### config.mk
export PLATFORM = sky130hd
export DESIGN_NAME = mc_control_seq
export DESIGN_NICKNAME = d
export VERILOG_FILES = /design/src/rtl/mc_control_seq.sv
export SDC_FILE = /design/constraint.sdc
export NUM_CORES = 1
export LEC_CHECK = 0
export ABC_AREA = 1
export CORE_MARGIN = 2
export CORE_UTILIZATION = 31
export CTS_CLUSTER_SIZE = 14
export DETAILED_ROUTE_END_ITERATION = 8
export PLACE_DENSITY_LB_ADDON = 0.15
export SLEW_MARGIN = 10
export SYNTH_ARGS = -nofsm -noshare
export SYNTH_HDL_FRONTEND = slang
export SYNTH_SLANG_ARGS = --single-unit
export TNS_END_PERCENT = 50
### constraint.sdc
create_clock -name clock -period 2.4 [get_ports clock]
set_clock_uncertainty 0.15 [all_clocks]
set_input_delay 0.6 -clock clock [delete_from_list [all_inputs] [get_ports clock]]
set_output_delay 0.6 -clock clock [all_outputs]
set_load 0.03 [all_outputs]
### src/rtl/mc_control_seq.sv
// Multicycle control sequencer for the i281 datapath: one-hot opcode decode into control word c[24:1].
// Optional build macro CTRL_SINGLE_STEP_EN adds a `step` input that releases IF for one instruction per rising edge.
module mc_control_seq #(
  parameter int OPW      = 23,
  parameter int NFLAGS   = 4,
  parameter int WAIT_MAX = 15,
  parameter int WAIT_W   = 4
) (
  input  logic            clock,
  input  logic            reset,
  input  logic            run,
  input  logic [OPW+3:0]  opcode_in,
  input  logic [NFLAGS-1:0] flags,
  input  logic            mem_ready,
`ifdef CTRL_SINGLE_STEP_EN
  input  logic            step,
`endif
  output logic [24:1]     c,
  output logic [3:0]      state_o,
  output logic            instr_done,
  output logic            halted,
  output logic            err
);

  typedef enum logic [3:0] {
    S_IF = 4'd0, S_ID = 4'd1, S_EX_ALU = 4'd2, S_EX_ADDR = 4'd3, S_EX_JUMP = 4'd4,
    S_EX_LOAD = 4'd5, S_EX_LOADI = 4'd6, S_EX_MOVE = 4'd7, S_MEM_RD = 4'd8,
    S_MEM_WR = 4'd9, S_WB_ALU = 4'd10, S_WB_LOAD = 4'd11, S_ERR = 4'd15
  } state_t;

  localparam bit              TIMEOUT_EN = (WAIT_MAX != 0);
  localparam logic [WAIT_W-1:0] WAIT_LAST = WAIT_W'((WAIT_MAX > 0) ? WAIT_MAX - 1 : 0);

  state_t            r_state, w_next;
  logic [WAIT_W-1:0] r_wait;
  logic [22:0]       r_op;
  logic [1:0]        r_rx;
  logic              r_done;
  logic [OPW-1:0]    w_op;
  logic              w_z, w_n, w_take, w_release, w_mem, w_unused;

  assign w_op     = opcode_in[OPW-1:0];
  assign w_z      = flags[0];
  assign w_n      = flags[1];
  assign w_mem    = (r_state == S_MEM_RD) || (r_state == S_MEM_WR);
  assign w_unused = ^{flags, r_op};
  assign w_take   = (w_op[19] & w_z) | (w_op[20] & ~w_z) |
                    (w_op[21] & ~w_z & ~w_n) | (w_op[22] & ~w_n);

`ifdef CTRL_SINGLE_STEP_EN
  logic r_step_q;
  always_ff @(posedge clock or posedge reset)
    if (reset) r_step_q <= 1'b0;
    else       r_step_q <= step;
  assign w_release = run | (step & ~r_step_q);
`else
  assign w_release = run;
`endif

  always_ff @(posedge clock or posedge reset)
    if (reset) r_state <= S_IF;
    else       r_state <= w_next;

  // MEM_RD/MEM_WR handshake: the state advances on the edge where mem_ready=1 and
  // holds otherwise; WAIT_MAX consecutive not-ready cycles abort into ERR.
  always_comb begin
    w_next = r_state;
    case (r_state)
      S_IF:       w_next = w_release ? S_ID : S_IF;
      S_ID: begin
        if (!$onehot(w_op))                               w_next = S_ERR;
        else if (w_op[0])                                 w_next = S_IF;
        else if (|w_op[4:1] || w_op[6])                   w_next = S_EX_LOADI;
        else if (w_op[5])                                 w_next = S_EX_MOVE;
        else if (w_op[7] || w_op[9] || w_op[15] || w_op[16] || w_op[17])
                                                          w_next = S_EX_ALU;
        else if (w_op[8] || w_op[10] || w_op[12] || w_op[14])
                                                          w_next = S_EX_ADDR;
        else if (w_op[11] || w_op[13])                    w_next = S_EX_LOAD;
        else if (w_op[18])                                w_next = S_EX_JUMP;
        else if (|w_op[22:19])                            w_next = w_take ? S_EX_JUMP : S_IF;
        else                                              w_next = S_ERR;
      end
      S_EX_ALU:   w_next = r_op[17] ? S_IF : S_WB_ALU;
      S_EX_ADDR:  w_next = r_op[12] ? S_MEM_RD : (r_op[14] ? S_MEM_WR : S_WB_ALU);
      S_EX_LOAD:  w_next = r_op[11] ? S_MEM_RD : S_MEM_WR;
      S_EX_LOADI: w_next = r_op[6] ? S_WB_ALU : S_MEM_WR;
      S_EX_MOVE:  w_next = S_WB_ALU;
      S_MEM_RD, S_MEM_WR: begin
        if (mem_ready)                              w_next = (r_state == S_MEM_RD) ? S_WB_LOAD : S_IF;
        else if (TIMEOUT_EN && r_wait == WAIT_LAST) w_next = S_ERR;
        else                                        w_next = r_state;
      end
      S_WB_ALU, S_WB_LOAD, S_EX_JUMP: w_next = S_IF;
      S_ERR:      w_next = S_ERR;
      default:    w_next = S_ERR;
    endcase
  end

  always_ff @(posedge clock or posedge reset)
    if (reset) begin
      r_wait <= '0;
      r_op   <= '0;
      r_rx   <= '0;
      r_done <= 1'b0;
    end else begin
      r_wait <= (w_mem && w_next == r_state) ? r_wait + WAIT_W'(1) : '0;
      r_done <= (r_state != S_IF) && (w_next == S_IF);
      if (r_state == S_ID) begin
        r_op <= opcode_in[22:0];
        r_rx <= opcode_in[OPW+3:OPW+2];
      end
    end

  always_comb begin
    c       = '0;
    state_o = r_state;
    halted  = (r_state == S_IF) && !run;
    err     = (r_state == S_ERR);
    case (r_state)
      S_IF: if (run) begin
        c[3] = 1'b1; c[12] = 1'b1; c[16] = 1'b1; c[20] = 1'b1; c[22] = 1'b1;
      end
      S_ID: begin
        c[3] = 1'b1; c[11] = 1'b1; c[12] = 1'b1; c[15] = 1'b1; c[22] = 1'b1;
        c[5:4] = opcode_in[OPW+3:OPW+2];
        c[7:6] = opcode_in[OPW+1:OPW];
      end
      S_EX_JUMP: begin c[2] = 1'b1; c[3] = 1'b1; end
      S_EX_ALU, S_EX_ADDR: begin
        c[14] = 1'b1; c[22] = 1'b1; c[24] = 1'b1;
        c[21] = (r_state == S_EX_ALU);
        c[12] = !(r_op[15] || r_op[16]);
        c[13] = r_op[9] || r_op[10] || r_op[17] || r_op[16];
      end
      S_EX_LOAD:  begin c[12] = 1'b1; c[14] = 1'b1; c[19] = 1'b1; c[22] = 1'b1; c[24] = 1'b1; end
      S_EX_MOVE:  begin
        c[12] = 1'b1; c[14] = 1'b1; c[19] = 1'b1; c[20] = 1'b1; c[22] = 1'b1; c[24] = 1'b1;
      end
      S_EX_LOADI: begin c[12] = 1'b1; c[19] = 1'b1; c[22] = 1'b1; end
      S_MEM_RD:   c[23] = 1'b1;
      S_MEM_WR:   c[17] = 1'b1;
      S_WB_ALU:   begin c[10] = 1'b1; c[9:8] = r_rx; end
      S_WB_LOAD:  begin c[10] = 1'b1; c[18] = 1'b1; c[9:8] = r_rx; end
      default:    c = '0;
    endcase
  end

  assign instr_done = r_done;

endmodule

==> results.md <==
- The flow ran to the end, but the final reports show violations.
- The checks that failed: setup timing.
- Each instance of the synthesized netlist takes up on average roughly 6.9 sq um.
- The smallest setup slack after layout is -2507 ps.
- Pin placement for this block handled 66 I/O pins.
- The post-layout instance count excluding filler cells is ~460.
- The largest fanout on the critical path is 4.
- The number of distinct standard cells referenced by the synthesized netlist is 27.
- Summed over all cells, the static leakage comes to between 1.5 and 2 nW.
- Global routing consumed, over all layers together, 15.68% of the routing resources.
- The first routing iteration left just under 90 violations.
- The worst register-to-register path ends at r_wait[3]$_DFF_PP0_.
- The cell accounting for the most synthesized area is dfrtp_1.
- The first global-routing pass estimated 8928 microns of wire.
- The total power of the final layout is 1.452 mW.
- For this design, the CTS-stage hold fixing added 0 buffers.
- The number of nets handed over by synthesis was 340.
- The first TritonRoute pass finished after 4 iterations.
- The layout overhead on the synthesized area is 55.29%.
- The total routed wirelength is around 5200 microns.
- The number of diodes is 0.
- Of the synthesized area, sequential elements account for 25.81%.
- The library cell contributing the largest single delay on the critical path is fa_1.
- The portion of synthesized cell area occupied by the leading cell type is 25.81%.
- By instance count, the cell type seen most on the critical path is fa_1.
- Setup violations remaining at the end of the flow were counted as 9.
- The later pin in the worst-skew pair is clocked with a latency of approximately 260 ps.
- The die height is ~83 microns.
- Of the available clock period, the critical path in the final layout requires 204.5%.
- Counting flops and latches in the post-synthesis netlist gives 20.
- The area of the mapped netlist is roughly 1900 sq um.
- The number of global-route vias before repair was between 2000 and 2500.
- In this run the power density over the cells is around 480 nW/um^2.
- The die area is roughly 6900 sq um.
- The filler cells instantiated in the layout total approximately 610.
- The maximum number of pins on one net before global-route repair is 21.
- In this run the core area contains 28 standard-cell rows.
- The largest buffer count on any clock path is 2.
- The chip width is approximately 83 microns.
- The startpoint of the worst-slack reg-to-reg timing path is state_o[3]$_DFF_PP0_.
- Buffers inserted during clock tree synthesis total 3.
- The cell at the root of the clock tree is clkbuf_8.
- Traced cell by cell, the critical path runs through buf_8 -> inv_4 -> fa_1 -> inv_1 -> fa_1 -> fa_1 -> fa_1 -> inv_1 -> fa_1 -> fa_2 -> inv_2 -> fa_1 -> nor2_1 -> nand2_1 -> nor2_2 -> nand2_2 -> inv_2 -> nand2_2 -> a21oi_4 -> nand2_2 -> nor2_2.
- The worst setup path is of the in2reg kind.
- The required arrival time at the worst endpoint is between 2000 and 2500 ps.
- The final route contains 1973 vias.
- The final count of hold timing violations is 0.
- In the layout the commonest cells are nand2_1 (60), buf_4 (59), inv_1 (58), nor2_1 (45), clkdlybuf4s50_1 (27).
- Counting every instance in the synthesized netlist gives between 200 and 300.
- The CTS H-tree depth is 1.
- The source of the critical timing path is opcode_in[7].
- The initial antenna violation count is 0.
- The minimum setup slack among reg-to-reg paths is about 660 ps.
- By area the synthesized netlist is led by dfrtp_1 (26%), fa_1 (17%), inv_1 (12%).
- The top cell family by delay on the critical path is adder cells.
- The global placement routability congestion is 0.8249.
- The largest single stage delay on the critical path is 530 ps.
- TritonCTS built the clock tree.
- The most common cell after layout, fill and taps aside is nand2_1.
- In this run the tool buffered the top-level ports with 62 buffer cells.
- Clock-pin slew was measured on the worst setup and hold paths at approximately 80 ps.
- The number of routed nets with antenna violations is 0.
- The worst setup path endpoint is r_wait[2]$_DFF_PP0_.
- IR analysis of the VDD net gives a maximum drop of 0.2752 mV.
- The launching element type of the critical path is an input pin.
- The critical path arrival is 4950 ps.
- The post-route minimum period is roughly 5000 ps.
- The worst register-to-register path has a depth of 12.
- The tree built by TritonCTS fans out to 20 sinks.
- Counting both buffers and inverters, the worst setup path holds a total of 6.
- The initial utilization of the core area, before any placement, comes to 32.37%.
- The worst setup path is captured at a flip-flop.
- The number of instances in the placed design is ~460.
- In this run the worst hold path is classified as reg2reg.
- The core outline area is between 5000 and 6000 sq um.
- Cells with a size suffix above 1 make up 27.13% of the layout.
- The tool flagged a number of max-cap violations equal to 0.
- After detailed routing, the number of vias per cell comes to approximately 4.3.
- Setup repair after global routing could not meet its margin everywhere.
- The path length in cells of the critical path is 21.
- The final global-route overflow total is 0.
- Detailed placement ended at an HPWL of 4621 microns.
- The DRC violations left is 0.
- The number of pins exceeding their max-slew limit in the final report is 0.
- The routed wirelength normalized by instance count is around 11 microns.
- The startpoint identified for the worst hold timing path is r_op[11]$_DFFE_PP0P_.
- The Yosys step of the flow raised 0 warnings.
- The number of nets at the end of the flow is around 450.
- For this run, the top clock speed supported by timing is between 0.2 and 0.25 GHz.
==> worst min-delay path: cells and delay by family, from the launching register on <==
kind               cells  cell delay, ps
and+or+nand+nor        1              50
DFF                    1             350
AOI/OAI and AO/OA      1              60
==> metrics by stage <==
| stage | setup slack, ps | util (%) | cell area, sq um | TNS (ps) | hold slack [ps] |
|---|---|---|---|---|---|
| 5_1_grt | -2759 | 50.27 | 3012 | -24440 | 355.9 |
| 3_3_place_gp | -3296 | 49.04 | 2938 | -29780 | 310.8 |
| 6_report | -2507 | 50.27 | 3012 | -21920 | 336.3 |
| 2_1_floorplan | -2491 | - | 1958 | -22440 | 292.1 |
| 4_1_cts | -2588 | 50.08 | 3000 | -22540 | 343.2 |
| 3_5_place_dp | -3437 | 49.04 | 2938 | -30940 | 323.9 |
==> state kept, by name, indices dropped and copies added, names as in the netlist <==
| name | flops |
|---|---|
| r_rx | 2 |
| r_op | 9 |
| state_o | 4 |
| r_wait | 4 |
| instr_done | 1 |
==> Yosys cell counts <==
cell type	n
nand2_2	4
ha_1	9
fa_1	16
nor2_2	2
o31ai_1	1
a21oi_1	5
nor2_4	1
o21a_1	1
xor2_1	1
o21bai_1	1
buf_4	3
buf_2	2
nor2_1	47
nand3_1	13
inv_1	64
nand3_2	1
nand4_1	2
a21oi_2	1
conb_1	1
o21ai_0	11
nor3_1	5
inv_2	4
nand2_1	62
xnor2_1	1
or4_1	1
dfrtp_1	20
nor3b_1	1
==> timing repair <==
action                     4_1_cts  5_1_grt
buffers inserted                 2        0
pin swaps                       17        3
gates resized for setup         68       15
setup endpoints to repair       23       18
==> kinds of logic after synthesis <==
| kind of cell | count (synthesis) | synth area share [%] |
|---|---|---|
| compound gates | 20 | 5.742 |
| flops | 20 | 25.81 |
| fa+ha+maj | 25 | 22.32 |
| simple gates | 139 | 30.19 |
| buf+inv | 73 | 14.84 |
| xor+xnor | 2 | 0.9034 |
| other cells | 1 | 0.1934 |
==> final cells by class <==
type / instances / area (sq um) / area share, %
timing repair buffer: 108 / 900.9 / 29.91
sequential: 20 / 501.7 / 16.66
clock buffer: 4 / 55.05 / 1.828
tap: 75 / 93.84 / 3.116
inverter: 68 / 270.3 / 8.974
multi-input combinational: 187 / 1190 / 39.51
==> where the power goes <==
part           total (mW)  internal, mW  switching, mW
clock network       0.258         0.146          0.112
logic               0.858         0.401          0.456
registers           0.337         0.337              0
==> layer usage <==
metal,share of wire [%],track usage [%],vias to the layer above
li1,-,-,1039
met3,5.0,2.286,8
met1,43,18.58,867
met5,0,0,-
met2,50,28.37,59
met4,2.0,6.110,0
==> worst min-delay path by stage <==
stage / to / slack, ps / cells after the start
finish: r_op[11]$_DFFE_PP0P_ / 340 / 2
global route: r_op[15]$_DFFE_PP0P_ / 360 / 2
CTS: r_op[11]$_DFFE_PP0P_ / 340 / 2
detailed placement: r_op[11]$_DFFE_PP0P_ / 320 / 2
global placement: r_op[10]$_DFFE_PP0P_ / 310 / 2
floorplan: r_wait[0]$_DFF_PP0_ / 290 / 1
(Power assumes the default switching activity.)
